<file path="config.mk">
export PLATFORM = sky130hd
export DESIGN_NAME = pipelined_addsub_flat
export DESIGN_NICKNAME = d
export VERILOG_FILES = /design/src/rtl/pipelined_addsub_if.sv /design/src/rtl/pipelined_addsub.sv /design/src/flat_wrapper.sv
export SDC_FILE = /design/constraint.sdc
export NUM_CORES = 1
export LEC_CHECK = 0
export ABC_CLOCK_PERIOD_IN_PS = 2600
export CAP_MARGIN = 20
export CORE_MARGIN = 3
export CORE_UTILIZATION = 45
export DETAILED_ROUTE_END_ITERATION = 16
export PLACE_DENSITY = 0.77
export SLEW_MARGIN = 20
export SYNTH_ARGS = -nofsm -noshare
export SYNTH_HDL_FRONTEND = slang
export SYNTH_SLANG_ARGS = --single-unit
export TNS_END_PERCENT = 1
</file>
<file path="constraint.sdc">
create_clock -name clk -period 2.6 [get_ports clk]
set_input_delay 0.26 -clock clk [delete_from_list [all_inputs] [get_ports clk]]
set_output_delay 0.26 -clock clk [all_outputs]
set_load 0.02 [all_outputs]
</file>
<file path="src/rtl/pipelined_addsub_if.sv">
// pipelined_addsub_if: operand/result handshake bundle between the source, the adder pipeline and the consumer.
interface pipelined_addsub_if #(
  parameter int WIDTH = 32
);
  logic             in_valid;
  logic             in_ready;
  logic [WIDTH-1:0] in1;
  logic [WIDTH-1:0] in2;
  logic             op;
  logic             out_valid;
  logic             out_ready;
  logic [WIDTH-1:0] out;
  logic             carry_out;
  logic             overflow;
  modport master (
    output in_valid, in1, in2, op, out_ready,
    input  in_ready, out_valid, out, carry_out, overflow
  );
  modport slave (
    input  in_valid, in1, in2, op, out_ready,
    output in_ready, out_valid, out, carry_out, overflow
  );
endinterface

</file>
<file path="src/rtl/pipelined_addsub.sv">
// pipelined_addsub: STAGES-deep slice-per-stage add/sub with carry and signed-overflow flags.
// The whole pipe advances together; a stalled result at the output freezes every stage.
module pipelined_addsub #(
  parameter int WIDTH  = 32,
  parameter int STAGES = 2
) (
  input  logic             clk,
  input  logic             rst_n,
  pipelined_addsub_if.slave bus
);
  localparam int SW = WIDTH / STAGES;
  logic adv;
  logic ovf_d, ovf_q;
  for (genvar g = 0; g < STAGES; g++) begin : g_st
    logic [WIDTH-1:0]      sa, nx, x_d, x_q;
    logic [WIDTH-g*SW-1:0] sbr;
    logic [SW:0]           sum;
    logic                  sc, sv, ld, c_d, c_q, v_d, v_q;
    if (g == 0) begin : g_in
      assign sa  = bus.in1;
      assign sbr = bus.op ? ~bus.in2 : bus.in2;
      assign sc  = bus.op;
      assign sv  = bus.in_valid;
    end else begin : g_prev
      // x_q holds finished low result slices below still-unused upper A slices
      assign sa  = g_st[g-1].x_q;
      assign sbr = g_st[g-1].g_b.b_q;
      assign sc  = g_st[g-1].c_q;
      assign sv  = g_st[g-1].v_q;
    end
    assign sum = {1'b0, sa[g*SW +: SW]} + {1'b0, sbr[SW-1:0]} + {{SW{1'b0}}, sc};
    assign ld  = adv && sv;
    always_comb begin
      nx = sa;
      nx[g*SW +: SW] = sum[SW-1:0];
    end
    // data only loads with a valid op so bubbles leave the last result visible
    assign x_d = ld ? nx : x_q;
    assign c_d = ld ? sum[SW] : c_q;
    assign v_d = adv ? sv : v_q;
    if (g < STAGES - 1) begin : g_b
      logic [WIDTH-(g+1)*SW-1:0] b_d, b_q;
      assign b_d = ld ? sbr[WIDTH-g*SW-1:SW] : b_q;
      always_ff @(posedge clk or negedge rst_n) begin
        if (!rst_n) b_q <= '0;
        else        b_q <= b_d;
      end
    end
    always_ff @(posedge clk or negedge rst_n) begin
      if (!rst_n) begin
        v_q <= 1'b0;
        x_q <= '0;
        c_q <= 1'b0;
      end else begin
        v_q <= v_d;
        x_q <= x_d;
        c_q <= c_d;
      end
    end
  end
  assign adv = !(g_st[STAGES-1].v_q && !bus.out_ready);
  // carry into the MSB is recovered as a ^ b ^ sum at that bit
  assign ovf_d = g_st[STAGES-1].ld
               ? (g_st[STAGES-1].sa[WIDTH-1] ^ g_st[STAGES-1].sbr[SW-1] ^
                  g_st[STAGES-1].sum[SW-1] ^ g_st[STAGES-1].sum[SW])
               : ovf_q;
  always_ff @(posedge clk or negedge rst_n) begin
    if (!rst_n) ovf_q <= 1'b0;
    else        ovf_q <= ovf_d;
  end
  assign bus.in_ready  = adv;
  assign bus.out_valid = g_st[STAGES-1].v_q;
  assign bus.out       = g_st[STAGES-1].x_q;
  assign bus.carry_out = g_st[STAGES-1].c_q;
  assign bus.overflow  = ovf_q;
endmodule

</file>
<file path="src/flat_wrapper.sv">
// flat-port wrapper written by rule: the top's interface ports become plain ports
module pipelined_addsub_flat 
#(
  parameter int WIDTH  = 32,
  parameter int STAGES = 2
)
  (clk, rst_n, bus_in_valid, bus_in1, bus_in2, bus_op, bus_out_ready, bus_in_ready, bus_out_valid, bus_out, bus_carry_out, bus_overflow);
  pipelined_addsub_if #(.WIDTH(WIDTH)) bus_i ();
  input  logic clk;
  input  logic rst_n;
  input wire logic [$bits(bus_i.in_valid)-1:0] bus_in_valid;
  input wire logic [$bits(bus_i.in1)-1:0] bus_in1;
  input wire logic [$bits(bus_i.in2)-1:0] bus_in2;
  input wire logic [$bits(bus_i.op)-1:0] bus_op;
  input wire logic [$bits(bus_i.out_ready)-1:0] bus_out_ready;
  output wire logic [$bits(bus_i.in_ready)-1:0] bus_in_ready;
  output wire logic [$bits(bus_i.out_valid)-1:0] bus_out_valid;
  output wire logic [$bits(bus_i.out)-1:0] bus_out;
  output wire logic [$bits(bus_i.carry_out)-1:0] bus_carry_out;
  output wire logic [$bits(bus_i.overflow)-1:0] bus_overflow;
  assign bus_i.in_valid = bus_in_valid;
  assign bus_i.in1 = bus_in1;
  assign bus_i.in2 = bus_in2;
  assign bus_i.op = bus_op;
  assign bus_i.out_ready = bus_out_ready;
  assign bus_in_ready = bus_i.in_ready;
  assign bus_out_valid = bus_i.out_valid;
  assign bus_out = bus_i.out;
  assign bus_carry_out = bus_i.carry_out;
  assign bus_overflow = bus_i.overflow;
  pipelined_addsub #(.WIDTH(WIDTH), .STAGES(STAGES)) u_core (.clk(clk), .rst_n(rst_n), .bus(bus_i));
endmodule
</file>
* Word level (Yosys, flattened, before mapping) *
Cells that the tools add are included.

storage, ports and cells
  register bits after elaboration = 85
  input bits = 69
  output and inout port bits = 36
  word-level logic and storage cells = 22

cells by class
  $add $sub $neg = 4
  muxes and demuxes = 1
  bitwise gates (word level) = 4
  reduce and logical (&&, ||, !) cells = 5

operator list
  operator             number
  $add A16 B16 Y17     2
  $add A17 B1 Y17      2
  $mux W32             1
  $not A32 Y32         1
  $logic_and A1 B1 Y1  3
  $xor A1 B1 Y1        3
  $logic_not A1 Y1     2

* Depth between registers and ports, before layout *
Gate-level depths: netlist of the first run.

  depth after elaboration = 4
  depth in mapped cells = 11
  gate-level depth less buffers = 9

* Worst setup path after synthesis of the first run *
Ideal clock, no wire load.

  path type = input to register
  from = in bus_op
  to = reg u_core.g_st[0].x_q[11]
  data arrival time = 2,542 ps
  data required time = 2,465 ps
  setup slack = -77 ps
  stages on the path = 10
  buffers on the path = 2
  cell sequence = buf_2 > buf_1 > xor2_1 > ha_1 > and3_2 > and2_2 > a221o_1 > a41oi_4 > xor2_1 > o21ai_0

between the ends
  word-level cells in the longest chain between the ends = 3

ends and longest elaborated chain
  element                 line                    source
  start: declaration      flat_wrapper.sv:14      input wire logic [$bits(bus_i.op)-1:0] bus_op;
  $mux W32                pipelined_addsub.sv:21  assign sbr = bus.op ? ~bus.in2 : bus.in2;
  $add A16 B16 Y17        pipelined_addsub.sv:31  assign sum = {1'b0, sa[g*SW +: SW]} + {1'b0, sbr[SW-1:0]} + {{SW{1'b0}}, sc};
  $add A17 B1 Y17 *       pipelined_addsub.sv:31
  end signal: assignment  pipelined_addsub.sv:52  x_q <= '0;
  end signal: assignment  pipelined_addsub.sv:56  x_q <= x_d;
  end: declaration        pipelined_addsub.sv:15  logic [WIDTH-1:0] sa, nx, x_d, x_q;

Mark *: on every way between the ends. The rest lies on a longest branch, timed or not.
A chain may end at the register's enable or synchronous reset.

* Worst setup path in the final report of the first run *
  from = reg u_core.g_st[0].x_q[16]
  to = reg u_core.g_st[1].c_q (netlist: u_core.bus.carry_out)

between the ends
  word-level cells in the longest chain between the ends = 2

ends and longest elaborated chain
  element                 line                    source
  $add A16 B16 Y17        pipelined_addsub.sv:31
  $add A17 B1 Y17         pipelined_addsub.sv:31
  end signal: assignment  pipelined_addsub.sv:53  c_q <= 1'b0;
  end signal: assignment  pipelined_addsub.sv:57  c_q <= c_d;
  end: declaration        pipelined_addsub.sv:18  logic sc, sv, ld, c_d, c_q, v_d, v_q;

No other way between the ends.

==> reports/metrics.yaml, run 1 <==
critPathRequiredTime_ns: 2.85
hold_violations: 0
io_pins: 105
crit_chain: "fa_2 > fa_1 > a211o_1 > a21oi_2 > buf_4 > nor3_1 > a41o_1 > mux2_2"
ys_ff_latch: 85
yosys.area_share.simple_pct: 9.37
core_area_sq_mm: 0.0105
drt_iter0_drc: 136
synthMuxAreaShare_pct: 8.28
finalCriticalPeriod_ns: 2.53
mostFrequentLayoutCell: "clkdlybuf4s50_1"
clk_pin_slew_ns: 0.09
slew_headroom_pct: 59.5
clk_latency_ns: 0.36
wl_per_cell_microns: 15.4
status: "finished, final reports clean"
avgSynthCellArea_sq_um: 10.5
syn_nets: 571
ys_seq_area_share_pct: 43.2
synth-adder-area-share_pct: 8.83
cap_violations: 0
drive_above_1_share_pct: 15.7
globalRouteTotalUtil_pct: 18.9
grt_max_degree: 52
fp.dieArea_sq_mm: 0.0122
drc_errors: 0
crit_slowest_cell: "fa_2"
fin_cells: 733
path_class: "flop to flop"
die_w_microns: 111
drv_slew: 0
grt_pass1_vias: 4000
synth_compound_area_share_pct: 18.6
start_kind: "flop"
fin_skew_ns: 0.00994
p_int_mw: 3.69
overflow: 0
peakVddDrop_mv: 0.422
ys_types: 54
syn_area_sq_mm: 0.00493
grt_first_pass_wirelength_microns: 19100
final_area_sq_mm: 0.00656
clock-sinks: 85
place_area_sq_mm: 0.00628
critPathArrivalTime_ns: 2.78
start_util_pct: 46.9
crit_family: "adder cells"
routed_wl_microns: 11300
max_stage_delay_ns: 0.44
synthToLayoutAreaGrowth_pct: 33.1
dp_hpwl_microns: 8670
rows: 37
first_pass_iters: 6
numPortBuffers: 104
die_h_microns: 111
via_count: 3970
leakage_nw: 2.85
worst_pin_slew_ns: 0.592
final_cell_mix: "102 x clkdlybuf4s50_1, 85 x dfrtp_1, 57 x o21ai_0"
clkPwrFrac_pct: 19.9
multi_input_area_sq_mm: 0.00271
swShare_pct: 35.5
p_sw_mw: 2.03
r2r-start: "u_core.g_st[0].x_q[16]$_DFFE_PN0P_"
ys_warn_count: 0
pre_cts_ws_ns: -0.129
postLayoutCoreUtil_pct: 62.4
cts_tree: "yes"
post-route-period-util_pct: 97.3
async_reset_ff_share_pct: 100
gp_congestion: 0.941
layout_setup_ws_ns: 0.0702
hold_path.class: "primary input to async pin"
synthXorXnorAreaFrac_pct: 9.60
end_kind: "flop"
power_density_mw_per_mm2: 872
crit_fanout: 4
root_buffer: "clkbuf_8"
synth-edff-count: 0
seqCellArea_sq_mm: 0.00213
pwr-share-seq_pct: 34.9
numCtsBuffers: 9
setup_viol: 0
vias_per_cell: 5.42
synth_top_family_by_area: "compound AO/OA/AOI/OAI gates"
timing.critical_path.buf_inv: 1
syn_inst: 469
rsz0062_at_grt: "no"
htreeDepth: 3
diodes: 0
synthFlopType: "dfrtp_1"
clockBufferDepth: 2
fmax_mhz: 395
nets: 694
cp-startpoint: "u_core.g_st[0].x_q[16]$_DFFE_PN0P_"
n_fill_cell: 854
comb_power_share_pct: 45.2
antenna_left: 0
placed_cells: 715
antenna_found_initial: 1
-- through the flow --
stage / hold slack [ns] / setup TNS (ns) / total power, mW
6_report: 0.415 / 0 / 5.72
5_1_grt: 0.468 / 0 / 6.08
4_1_cts: 0.436 / 0 / 5.75
3_5_place_dp: 0.289 / -0.404 / 4.59
3_3_place_gp: 0.278 / -0.114 / 4.49
2_1_floorplan: -0.0356 / -0.0621 / 3.52
-- routing by layer --
layer  GRT usage, %  vias to the layer above  wire, microns
met2           33.4                      121           5780
met5              0                        -             13
li1               -                     1940              -
met4           6.08                        2            207
met1           22.7                     1883           4730
met3           4.48                       24            590
-- synthesized netlist by cell type (2+ instances only) --
| cell type | instances | area (sq um) |
|---|---|---|
| a21boi_0 | 3 | 22.5 |
| a211oi_1 | 6 | 45.0 |
| nor2_1 | 10 | 37.5 |
| o2111ai_1 | 2 | 17.5 |
| xnor2_1 | 26 | 228 |
| nor3_1 | 6 | 30.0 |
| a221oi_1 | 2 | 17.5 |
| a2111o_1 | 2 | 22.5 |
| a31oi_1 | 3 | 18.8 |
| mux2_2 | 35 | 394 |
| and2_1 | 2 | 12.5 |
| nand2b_1 | 5 | 31.3 |
| a211o_1 | 3 | 26.3 |
| fa_1 | 3 | 60.1 |
| a41oi_1 | 2 | 17.5 |
| nor4b_1 | 2 | 17.5 |
| nand2_1 | 54 | 203 |
| a21o_1 | 7 | 52.6 |
| and3_2 | 2 | 15.0 |
| xor2_1 | 28 | 245 |
| nand3_1 | 5 | 25.0 |
| buf_1 | 3 | 11.3 |
| o31ai_1 | 5 | 37.5 |
| buf_2 | 3 | 15.0 |
| o21a_1 | 6 | 45.0 |
| inv_1 | 9 | 33.8 |
| clkbuf_1 | 13 | 48.8 |
| o21ai_0 | 57 | 285 |
| a21oi_1 | 21 | 105 |
| ha_1 | 30 | 375 |
| and3_1 | 3 | 18.8 |
| dfrtp_1 | 85 | 2130 |
| nor3b_1 | 3 | 22.5 |
| o21bai_1 | 2 | 15.0 |
| o211a_1 | 2 | 20.0 |
-- worst paths after layout --
kind | end | slack (ns) | cells after the start
worst max-delay path | u_core.bus.carry_out$_DFFE_PN0P_ | 0.07 | 8
worst min-delay path | u_core.bus.out[20]$_DFFE_PN0P_ | 0.42 | 2
min in group clk | u_core.bus.out[30]$_DFFE_PN0P_ | 0.48 | 2
worst min register to register | u_core.bus.out[30]$_DFFE_PN0P_ | 0.48 | 2
max in group asynchronous | u_core.g_st[0].x_q[14]$_DFFE_PN0P_ | 1.57 | 3
worst max register to register | u_core.bus.carry_out$_DFFE_PN0P_ | 0.07 | 8
-- cells by family after synthesis --
logic type                 after synthesis
muxes                                   36
DFF                                     85
buffers and inverters                   28
AOI/OAI and AO/OA                      135
adders and majority gates               33
xor gates and xnor gates                54
and+or+nand+nor                         98
-- power groups by stage --
stage                     logic (mW)  clock network (mW)  registers (mW)
after detailed placement        2.56                   0            2.03
after global routing            2.81                1.22            2.05
final                           2.58                1.14            2.00
after global placement          2.48                   0            2.01
after CTS                       2.58                1.16            2.00
after floorplan                 1.24                   0            2.28
-- registers in the layout, indices dropped and copies added, names as in the netlist --
| signal | count |
|---|---|
| u_core.bus.carry_out | 1 |
| u_core.g_st.g_b.b_q | 16 |
| u_core.g_st.c_q | 1 |
| u_core.bus.out_valid | 1 |
| u_core.g_st.v_q | 1 |
| u_core.bus.overflow | 1 |
| u_core.g_st.x_q | 32 |
| u_core.bus.out | 32 |
-- area by class of cell --
cell class	count	share of cell area, %
clock buffers	10	2.10
clock inverters	6	1.68
inverters	9	0.515
multi-input cells	356	41.2
flip-flops and latches	85	32.4
well taps	136	2.59
repair buffers	131	19.5
-- what timing repair did --
| action | CTS | global route |
|---|---|---|
| hold endpoints to repair | 41 | 0 |
| setup endpoints to repair | 3 | 4 |
| gates cloned | 0 | 0 |
| setup buffers | 1 | 0 |
| hold buffers | 1 | 0 |
| pin swaps | 2 | 2 |
| resized for setup | 1 | 2 |
Note: power is estimated with default switching activity, not from simulation.
==> inputs of run 2 (changes only) <==
- CELL_PAD_IN_SITES_DETAIL_PLACEMENT: default -> 0
- CELL_PAD_IN_SITES_GLOBAL_PLACEMENT: default -> 1
- CORE_UTILIZATION: 45 -> 36
- PLACE_DENSITY: 0.77 -> 0.79
==> run 2 against run 1 <==
Net effect: via count is 1.6% lower; count of clock-buffer cells in the layout is 2 higher; critical path depth did not move; clock power grew 11%; fmax grew 1.4%; utilization decreased by 12 points; combinational power about the same; register-to-register slack improved by 0.04 ns; final area is 1.4% higher; worst hold slack better by 0.058 ns; sequential power hardly changed; critical endpoint unchanged; largest power group unchanged.
==> reports/metrics.yaml, run 2 (same netlist as run 1, synthesis figures left out) <==
slew_headroom_pct: 67.0  # was 59.5%
dp_hpwl_microns: 8780  # was 8670 microns
antenna_found_initial: 0  # was 1
numCtsBuffers: 9  # unchanged
drt_iter0_drc: 141  # was 136
clk_pin_slew_ns: 0.06  # was 0.09 ns
comb_power_share_pct: 44.1  # was 45.2%
hold_path.class: "flop to flop"  # was primary input to async pin
crit_fanout: 4  # unchanged
hold_violations: 0  # unchanged
p_int_mw: 3.80  # was 3.69 mW
leakage_nw: 2.87  # was 2.85 nW
globalRouteTotalUtil_pct: 16.1  # was 18.9%
die_h_microns: 123  # was 111 microns
whs_ns: 0.473  # was 0.415 ns
final_area_sq_mm: 0.00665  # was 0.00656 sq mm
status: "finished, final reports clean"  # unchanged
mostFrequentLayoutCell: "clkdlybuf4s50_1"  # unchanged
gp_congestion: 1.02  # was 0.941
peakVddDrop_mv: 0.358  # was 0.422 mV
grt_first_pass_wirelength_microns: 19300  # was 19100 microns
cap_violations: 0  # unchanged
crit_slowest_cell: "fa_2"  # unchanged
clk_latency_ns: 0.34  # was 0.36 ns
root_buffer: "clkbuf_16"  # was clkbuf_8
drc_errors: 0  # unchanged
routed_wl_microns: 11600  # was 11300 microns
end_kind: "flop"  # unchanged
grt_max_degree: 86  # was 52
clockBufferDepth: 2  # unchanged
via_count: 3905  # was 3970
p_sw_mw: 2.06  # was 2.03 mW
htreeDepth: 3  # unchanged
path_class: "flop to flop"  # unchanged
fp.dieArea_sq_mm: 0.0151  # was 0.0122 sq mm
drive_above_1_share_pct: 15.5  # was 15.7%
nets: 692  # was 694
wl_per_cell_microns: 15.0  # was 15.4 microns
cts_tree: "yes"  # unchanged
start_kind: "flop"  # unchanged
clkPwrFrac_pct: 21.7  # was 19.9%
fmax_mhz: 401  # was 395 MHz
setup_viol: 0  # unchanged
place_area_sq_mm: 0.00633  # was 0.00628 sq mm
worst_pin_slew_ns: 0.494  # was 0.592 ns
post-route-period-util_pct: 95.9  # was 97.3%
clock-sinks: 85  # unchanged
diodes: 0  # unchanged
critPathRequiredTime_ns: 2.82  # was 2.85 ns
crit_top_cell: "fa_2"
vias_per_cell: 5.06  # was 5.42
core_area_sq_mm: 0.0133  # was 0.0105 sq mm
antenna_left: 0  # unchanged
p_total_mw: 5.87  # was 5.72 mW
crit_chain: "fa_2 > fa_2 > a211o_1 > a21oi_1 > buf_4 > nor3_1 > a41o_1 > mux2_2"  # was fa_2 > fa_1 > a211o_1 > a21oi_2 > buf_4 > nor3_1 > a41o_1 > mux2_2
io_pins: 105  # unchanged
synthToLayoutAreaGrowth_pct: 35.0  # was 33.1%
postCtsSetupBuffers: 0  # was 1
first_pass_iters: 4  # was 6
max_stage_delay_ns: 0.45  # was 0.44 ns
start_util_pct: 37.1  # was 46.9%
power_density_mw_per_mm2: 882  # was 872 mW/mm^2
pwr-share-seq_pct: 34.2  # was 34.9%
fin_skew_ns: 0.00767  # was 0.00994 ns
final_cell_mix: "102 x clkdlybuf4s50_1, 85 x dfrtp_1, 56 x o21ai_0"  # was 102 x clkdlybuf4s50_1, 85 x dfrtp_1, 57 x o21ai_0
swShare_pct: 35.2  # was 35.5%
rows: 42  # was 37
drv_slew: 0  # unchanged
numPortBuffers: 104  # unchanged
finalCriticalPeriod_ns: 2.49  # was 2.53 ns
overflow: 0  # unchanged
critPathArrivalTime_ns: 2.72  # was 2.78 ns
grt_pass1_vias: 4013  # was 4000
die_w_microns: 123  # was 111 microns
[run 2: changes by cell type in the layout (fill, tap and decap cells not counted), moves of 2 or more]
cell       change
a21oi_1        +2
clkbuf_8       -9
a21oi_2        -2
clkbuf_1       +2
buf_4          -2
clkbuf_16      +9
bufinv_16      -2
[run 2: power groups by stage]
| stage | Combinational (mW) | Clock (mW) | Sequential, mW |
|---|---|---|---|
| detailed placement | 2.57 | 0 | 2.04 |
| finish | 2.59 | 1.27 | 2.01 |
| global route | 2.85 | 1.37 | 2.07 |
| global placement | 2.52 | 0 | 2.03 |
| floorplan | 1.24 | 0 | 2.28 |
| CTS | 2.59 | 1.31 | 2.02 |
[run 2: layer usage]
layer | part of all wire, % | vias to the layer above | GRT usage (%)
li1 | - | 1934 | -
met3 | 5.1 | 15 | 3.16
met2 | 48 | 98 | 27.2
met4 | 1.4 | 0 | 5.26
met5 | 0 | - | 0
met1 | 45 | 1858 | 20.9
[run 2: worst max-delay path, delay by kind of cell (launching register included)]
kind                       cells  cell delay (ns)
muxes                          1             0.27
and+or+nand+nor                1             0.06
buffers and inverters          1             0.16
AOI/OAI and AO/OA              3             0.67
DFF                            1             0.41
adders and majority gates      2             0.82
[run 2: timing repair]
action / 4_1_cts / 5_1_grt
endpoints found under the hold margin: 85 / 0
hold buffers: 1 / 0
setup endpoints to repair: 5 / 4
gates cloned: 0 / 0
gates resized for setup: 3 / 3
pin swaps: 2 / 4
[run 2: final timing paths]
| kind | startpoint | end | slack, ns | cells after the start |
|---|---|---|---|---|
| min | u_core.g_st[0].x_q[6]$_DFFE_PN0P_ | u_core.g_st[0].x_q[6]$_DFFE_PN0P_ | 0.47 | 1 |
| min in group asynchronous | rst_n | u_core.bus.out[17]$_DFFE_PN0P_ | 0.51 | 3 |
| max | u_core.g_st[0].x_q[16]$_DFFE_PN0P_ | u_core.bus.carry_out$_DFFE_PN0P_ | 0.11 | 8 |
| min reg2reg | u_core.g_st[0].x_q[6]$_DFFE_PN0P_ | u_core.g_st[0].x_q[6]$_DFFE_PN0P_ | 0.47 | 1 |
| max in group asynchronous | rst_n | u_core.g_st[0].g_b.b_q[11]$_DFFE_PN0P_ | 1.74 | 3 |
| max reg2reg | u_core.g_st[0].x_q[16]$_DFFE_PN0P_ | u_core.bus.carry_out$_DFFE_PN0P_ | 0.11 | 8 |
[run 2: layout make-up]
cell class | instances | area [sq um]
inverter | 9 | 33.8
timing repair buffer | 129 | 1260
clock buffer | 12 | 246
multi-input combinational | 356 | 2720
fill | 1230 | 6640
clock inverter | 4 | 47.5
sequential | 85 | 2130
tap | 176 | 220
[run 2: through the flow]
| step | setup slack [ns] | instances | utilization (%) | setup TNS, ns |
|---|---|---|---|---|
| 3_3_place_gp | -0.109 | 754 | 47.6 | -0.181 |
| 2_1_floorplan | -0.0411 | 469 | - | -0.0621 |
| 3_5_place_dp | -0.135 | 754 | 47.6 | -0.505 |
| 4_1_cts | 0.0421 | 771 | 50.0 | 0 |
| 6_report | 0.106 | 771 | 50.0 | 0 |
| 5_1_grt | -0.0163 | 771 | 50.0 | -0.0163 |
